## src/rtl/debounce_pkg.sv

```systemverilog
// Shared types and width helpers for the debounce scan controller.
package debounce_pkg;

    typedef enum logic {IDLE = 1'b0, SCAN = 1'b1} scan_state_e;

    // Event channel field is sized for up to 256 channels; the top truncates to CH_W.
    localparam int EVT_CH_MAX_W = 8;

    typedef struct packed {
        logic [EVT_CH_MAX_W-1:0] ch;
        logic                    level;
    } db_evt_t;

    function automatic int ch_w(input int n);
        return (n <= 1) ? 1 : $clog2(n);
    endfunction

    function automatic int cnt_w(input int s);
        return (s < 1) ? 1 : $clog2(s + 1);
    endfunction

endpackage

```

## src/rtl/db_tick_gen.sv

```systemverilog
// Sample-tick prescaler: counts 0..PRESCALE-1 while enabled, pulses tick_o on the last count.
module db_tick_gen #(
    parameter int PRESCALE = 1000
) (
    input  logic clk,
    input  logic rst,
    input  logic en_i,
    output logic tick_o
);

    localparam int PW = (PRESCALE <= 1) ? 1 : $clog2(PRESCALE);

    logic [PW-1:0] r_cnt;
    logic          w_wrap;

    assign w_wrap = (r_cnt == PW'(PRESCALE - 1));

    always_ff @(posedge clk) begin
        if (rst || !en_i) begin
            r_cnt <= '0;
        end else if (w_wrap) begin
            r_cnt <= '0;
        end else begin
            r_cnt <= r_cnt + 1'b1;
        end
    end

    assign tick_o = en_i && w_wrap;

endmodule

```

## src/rtl/debounce_scan_ctrl.sv

```systemverilog
// Time-multiplexed switch debouncer: one counter/compare engine visits every channel per sample tick.
// Build option: DEBOUNCE_SCAN_SYNC_EN adds a 2-flop input synchronizer per channel.
module debounce_scan_ctrl
    import debounce_pkg::*;
#(
    parameter  int NUM_CH     = 4,
    parameter  int PRESCALE   = 1000,
    parameter  int STABLE_CNT = 8,
    localparam int CH_W       = ch_w(NUM_CH),
    localparam int CNT_W      = cnt_w(STABLE_CNT)
) (
    input  logic              clk,
    input  logic              rst,
    input  logic              en_i,
    input  logic [NUM_CH-1:0] sw_i,
    output logic [NUM_CH-1:0] db_o,
    output logic              evt_valid_o,
    input  logic              evt_ready_i,
    output logic [CH_W-1:0]   evt_ch_o,
    output logic              evt_level_o,
    output logic              ovf_o,
    input  logic              clr_ovf_i,
    output logic              busy_o
);

    if (PRESCALE < NUM_CH + 2) begin : g_bad_prescale
        $error("debounce_scan_ctrl: PRESCALE must be >= NUM_CH+2");
    end

    logic [NUM_CH-1:0] w_sw;

`ifdef DEBOUNCE_SCAN_SYNC_EN
    logic [NUM_CH-1:0] r_sync1, r_sync2;

    always_ff @(posedge clk) begin
        if (rst) begin
            r_sync1 <= '0;
            r_sync2 <= '0;
        end else begin
            r_sync1 <= sw_i;
            r_sync2 <= r_sync1;
        end
    end
    assign w_sw = r_sync2;
`else
    assign w_sw = sw_i;
`endif

    logic w_tick;

    db_tick_gen #(.PRESCALE(PRESCALE)) u_tick (
        .clk    (clk),
        .rst    (rst),
        .en_i   (en_i),
        .tick_o (w_tick)
    );

    scan_state_e                  r_state;
    logic [CH_W-1:0]              r_idx;
    logic [NUM_CH-1:0][CNT_W-1:0] r_cnt;
    logic [NUM_CH-1:0]            r_db;
    db_evt_t                      r_evt;
    logic                         r_evt_valid;
    logic                         r_ovf;

    logic w_visit, w_s, w_diff, w_stable, w_post, w_hs, w_last, w_drop;

    assign w_visit  = (r_state == SCAN);
    assign w_s      = w_sw[r_idx];
    assign w_diff   = (w_s != r_db[r_idx]);
    assign w_stable = (r_cnt[r_idx] == CNT_W'(STABLE_CNT - 1));
    assign w_post   = w_visit && w_diff && w_stable;
    assign w_hs     = r_evt_valid && evt_ready_i;
    assign w_last   = (r_idx == CH_W'(NUM_CH - 1));
    assign w_drop   = w_post && r_evt_valid && !w_hs;

    // A scan always runs to the last channel, even if en_i drops mid-way.
    always_ff @(posedge clk) begin
        if (rst) begin
            r_state <= IDLE;
            r_idx   <= '0;
        end else if (r_state == IDLE) begin
            if (w_tick) begin
                r_state <= SCAN;
                r_idx   <= '0;
            end
        end else if (w_last) begin
            r_state <= IDLE;
            r_idx   <= '0;
        end else begin
            r_idx <= r_idx + 1'b1;
        end
    end

    always_ff @(posedge clk) begin
        if (rst) begin
            r_cnt <= '0;
            r_db  <= '0;
        end else if (w_visit) begin
            if (!w_diff) begin
                r_cnt[r_idx] <= '0;
            end else if (w_stable) begin
                r_cnt[r_idx] <= '0;
                r_db[r_idx]  <= w_s;
            end else begin
                r_cnt[r_idx] <= r_cnt[r_idx] + 1'b1;
            end
        end
    end

    // Single-entry slot: a post may reuse the slot in the cycle it is being consumed.
    always_ff @(posedge clk) begin
        if (rst) begin
            r_evt_valid <= 1'b0;
            r_evt       <= '0;
            r_ovf       <= 1'b0;
        end else begin
            if (w_post && (!r_evt_valid || w_hs)) begin
                r_evt_valid <= 1'b1;
                r_evt.ch    <= EVT_CH_MAX_W'(r_idx);
                r_evt.level <= w_s;
            end else if (w_hs) begin
                r_evt_valid <= 1'b0;
            end

            if (w_drop) begin
                r_ovf <= 1'b1;
            end else if (clr_ovf_i) begin
                r_ovf <= 1'b0;
            end
        end
    end

    logic w_unused_evt_ch;
    assign w_unused_evt_ch = |r_evt.ch;

    assign db_o        = r_db;
    assign evt_valid_o = r_evt_valid;
    assign evt_ch_o    = r_evt.ch[CH_W-1:0];
    assign evt_level_o = r_evt.level;
    assign ovf_o       = r_ovf;
    assign busy_o      = w_visit;

endmodule

```

## config.mk

```make
export PLATFORM = sky130hd
export DESIGN_NAME = debounce_scan_ctrl
export DESIGN_NICKNAME = d
export VERILOG_FILES = /design/src/rtl/debounce_pkg.sv /design/src/rtl/db_tick_gen.sv /design/src/rtl/debounce_scan_ctrl.sv
export SDC_FILE = /design/constraint.sdc
export NUM_CORES = 1
export LEC_CHECK = 0
export BUFFER_PORTS_ARGS = -buffer_cell sky130_fd_sc_hd__buf_2
export CORE_MARGIN = 10
export CORE_UTILIZATION = 45
export CTS_CLUSTER_SIZE = 16
export DETAILED_ROUTE_END_ITERATION = 10
export PLACE_DENSITY = 0.66
export SLEW_MARGIN = 20
export SYNTH_ARGS = -nofsm -noshare
export SYNTH_HDL_FRONTEND = slang
export SYNTH_SLANG_ARGS = --single-unit
```

## constraint.sdc

```tcl
create_clock -name clk -period 2.25 [get_ports clk]
set_clock_uncertainty 0.1 [all_clocks]
set_input_delay 0.1125 -clock clk [delete_from_list [all_inputs] [get_ports clk]]
set_output_delay 0.1125 -clock clk [all_outputs]
set_load 0.005 [all_outputs]
```

==> impl_summary.log <==
[metrics] Crit Path Category: reg2reg
[metrics] power density over the cells: roughly 650 nW/µm²
[metrics] combined area of all synthesized cells: 1858 µm²
[metrics] number of warnings reported in the yosys synthesis log: 0
[metrics] cell count of the worst hold path: 4
[metrics] diode insertion count for antenna repair: 0
[metrics] share of the clock period used by the worst path after layout: 0.9539
[metrics] Total GRT Usage: 0.1178
[metrics] r2r setup slk: between 0.1 and 0.15 ns
[metrics] peak supply drop: 0.4612 mV
[metrics] number of detailed-routing iterations run before antenna repair: 4
[metrics] flip-flop and latch count after synthesis: 38
[metrics] post-synthesis to final-layout area growth: 17.71%
[metrics] placed standard-cell area: 2019 µm²
[metrics] total CTS buffers: 5
[metrics] Critical Path AT: 2.27 ns
[metrics] area inside the core boundary: between 4000 and 5000 µm²
[metrics] starting density of the core: 0.4645
[metrics] post-route core utilization: 0.5468
[metrics] worst slack after detailed placement: -0.01949 ns
[metrics] initial detailed-routing violation count: 84
[metrics] die outline width: 84.26 µm
[metrics] number of top-level design ports: 19
[metrics] Final ANT Viol Nets: 0
[metrics] start of the worst register-to-register path: r_idx[1]
[metrics] DRC violation count after routing: 0
[metrics] Gate Count Post-Synth: around 190
[metrics] number of setup buffers added after CTS: 0
[metrics] wire length of the first global-routing pass: around 7000 µm
[metrics] wire per inst: ~15 µm
[metrics] maximum clock rate: about 470 MHz
[metrics] worst hold path endpoint: ovf_o
[metrics] final WL: around 4000 µm
[metrics] minimum clock period after layout: between 2 and 2.5 ns
[metrics] Syn Nets: 208
[metrics] Root Buffer: sky130_fd_sc_hd__clkbuf_8
[metrics] Data required, critical path: around 2.4 ns
[metrics] number of levels in the clock H-tree: 2
[metrics] Worst Reg-to-Reg Cells: 7
[metrics] setup ws final: ~0.10 ns
[metrics] routability-driven placement congestion ratio: ~0.8
[metrics] die extent in y: 84.26 µm
[metrics] Total Die Area: roughly 7000 µm²
[metrics] Final Hold Fails: 0
[metrics] antenna violations before repair: 0
[metrics] hold_buf cts: 0
[metrics] standard-cell row count: 23
[metrics] sum of overflow across all layers after global routing: 0
[metrics] Avg Inst Size Synth: 9.627 µm²
[metrics] most common cell after layout, fill and taps aside: sky130_fd_sc_hd__dfxtp_1
[metrics] Final Setup Violations: 0
[metrics] result of the run: finished, final reports clean
[metrics] Reg clk slew, reported paths: 0.08 ns
[metrics] number of nets in the layout: approximately 230
[metrics] vias in the first global route: ~1500
[metrics] via-per-instance ratio: about 5.2
[metrics] Max Fanout on Critical Path: 8
[metrics] startpoint type of the worst setup path: flip-flop
[metrics] post-DP HPWL: a little under 3000 µm
[metrics] worst hold-check path type: in2reg
[metrics] leakage component of the power: around 0.85 nW
[metrics] highest-count cells in the layout ignoring fill and taps: sky130_fd_sc_hd__dfxtp_1, sky130_fd_sc_hd__nor2_1, sky130_fd_sc_hd__nand2_1, sky130_fd_sc_hd__buf_2, sky130_fd_sc_hd__a21oi_1
[metrics] # port buffers: 18
[metrics] slew margin rel.: 0.6580
[metrics] TritonCTS clock tree: yes
[metrics] clock latency on the worst-skew pair: just under 0.3 ns
[metrics] number of vias in the routed layout: ~1400
[metrics] pin count of the biggest net entering global routing: 31
[metrics] CTS Sinks: 38
[metrics] overall power: approximately 0.0014 W
[metrics] post-layout instance area: 2187 µm²
[metrics] RSZ-0062 raised after global routing: true
[metrics] Distinct cells, synth: 36
[metrics] startpoint of the most critical hold path: clr_ovf_i
[metrics] maximum number of buffers from clock root to sink: 2
[metrics] fraction of layout cells with a size suffix above 1: 0.2636
[metrics] Seq/Total Area, Yosys: 0.4094
[metrics] Reg-to-Reg End: db_o[3]
[metrics] Max-cap violations: 0
[metrics] number of pins with negative max-slew slack in the final report: 0
[metrics] Worst Tran Pin Value: about 0.5 ns
[metrics] Setup crit end kind: flip-flop
metal layers:
metal,track usage,vias to the layer above,part of all wire
li1,-,728,-
met1,0.1565,658,0.52
met2,0.1722,23,0.43
met3,0.03575,7,0.039
met4,0.04718,0,0.014
met5,0,-,0
cells by family after synthesis:
| family | synth area share |
|---|---|
| AOI/OAI and AO/OA | 0.08485 |
| muxes | 0.1179 |
| xor gates and xnor gates | 0.07475 |
| buffers and inverters | 0.03972 |
| and+or+nand+nor | 0.2330 |
| adders and majority gates | 0.04040 |
| DFF | 0.4094 |
sequential cells by signal, summed over array words and instances, names as in the netlist:
| signal | count |
|---|---|
| r_idx | 2 |
| u_tick.r_cnt | 10 |
| busy_o | 1 |
| r_cnt | 16 |
| evt_ch_o | 2 |
| db_o | 4 |
| evt_level_o | 1 |
| evt_valid_o | 1 |
| ovf_o | 1 |
worst max-delay path by stage:
| stage | startpoint | endpoint | slack, ns |
|---|---|---|---|
| global route | r_idx[1] | evt_level_o | -0.03 |
| CTS | r_idx[1] | db_o[1] | 0.02 |
| floorplan | r_idx[1] | db_o[0] | 0.007 |
| global placement | r_idx[1] | r_cnt[9] | 0.05 |
| detailed placement | r_idx[1] | r_cnt[9] | -0.02 |
| finish | r_idx[1] | db_o[3] | 0.10 |
power breakdown:
part,switching (W),internal (W),total [W]
Sequential,0.00000113,0.000674,0.000675
Clock,0.000243,0.000473,0.000717
Combinational,0.0000247,0.0000153,0.0000400
Total,0.000269,0.00116,0.00143
layout make-up:
type                            instances  area, µm²
Clock buffer                            6      82.58
Clock inverter                          2      60.06
Fill cell                             363       1813
Inverter                                4      15.01
Multi-Input combinational cell        143       1047
Sequential cell                        38      762.0
Tap cell                               50      62.56
Timing Repair Buffer                   27      157.7
through the flow:
step | TNS (ns) | cells | hold slack (ns)
floorplan | 0 | 193 | 0.1896
global placement | 0 | 262 | 0.3003
detailed placement | -0.07603 | 262 | 0.3220
CTS | 0 | 270 | 0.01827
global route | -0.1066 | 270 | 0.06508
finish | 0 | 270 | 0.01414
synth_stat cells:
library cell	instances	area, µm²
sky130_fd_sc_hd__dfxtp_1	38	760.7
sky130_fd_sc_hd__nor2_1	27	101.4
sky130_fd_sc_hd__nand2_1	19	71.32
sky130_fd_sc_hd__a21oi_1	14	70.07
sky130_fd_sc_hd__mux2i_1	8	80.08
sky130_fd_sc_hd__nand3_1	8	40.04
sky130_fd_sc_hd__nand4_1	8	50.05
sky130_fd_sc_hd__nor3_1	8	40.04
sky130_fd_sc_hd__xnor2_1	7	61.31
sky130_fd_sc_hd__ha_1	6	75.07
sky130_fd_sc_hd__nand2b_1	6	37.54
sky130_fd_sc_hd__a32oi_1	4	35.03
sky130_fd_sc_hd__inv_1	4	15.01
sky130_fd_sc_hd__mux4_2	4	90.09
sky130_fd_sc_hd__and3_1	3	18.77
sky130_fd_sc_hd__buf_6	3	33.78
sky130_fd_sc_hd__clkbuf_1	3	11.26
sky130_fd_sc_hd__and2_1	2	12.51
sky130_fd_sc_hd__mux2_2	2	22.52
sky130_fd_sc_hd__xor2_1	2	17.52
sky130_fd_sc_hd__xor2_2	2	32.53
sky130_fd_sc_hd__a21oi_4	1	16.27
sky130_fd_sc_hd__a22oi_1	1	7.510
sky130_fd_sc_hd__a2bb2oi_1	1	8.760
sky130_fd_sc_hd__buf_2	1	5.000
sky130_fd_sc_hd__dlygate4sd1_1	1	8.760
sky130_fd_sc_hd__mux4_1	1	26.28
sky130_fd_sc_hd__nand2_2	1	6.260
sky130_fd_sc_hd__nand3_2	1	10.01
sky130_fd_sc_hd__nand4_2	1	12.51
sky130_fd_sc_hd__nand4b_1	1	8.760
sky130_fd_sc_hd__nor2b_1	1	6.260
sky130_fd_sc_hd__o22ai_4	1	20.02
sky130_fd_sc_hd__or2b_2	1	8.760
sky130_fd_sc_hd__or3b_2	1	8.760
sky130_fd_sc_hd__xnor2_4	1	27.53
critical path: stages, from the launching register on:
cell and delay [ns]:
sky130_fd_sc_hd__dfxtp_2 0.35, sky130_fd_sc_hd__mux4_2 0.36, sky130_fd_sc_hd__ha_2 0.19, sky130_fd_sc_hd__or2b_2 0.32, sky130_fd_sc_hd__o22ai_4 0.22, sky130_fd_sc_hd__nand2_4 0.14
sky130_fd_sc_hd__nor3_2 0.21, sky130_fd_sc_hd__mux2i_1 0.19
repair_timing:
item,CTS,global route
setup endpoints to repair,7,19
pin swaps,0,1
hold endpoints to repair,0,0
gates resized for setup,1,7
gates cloned,0,0
No activity file was read; power rests on OpenSTA's default activity.
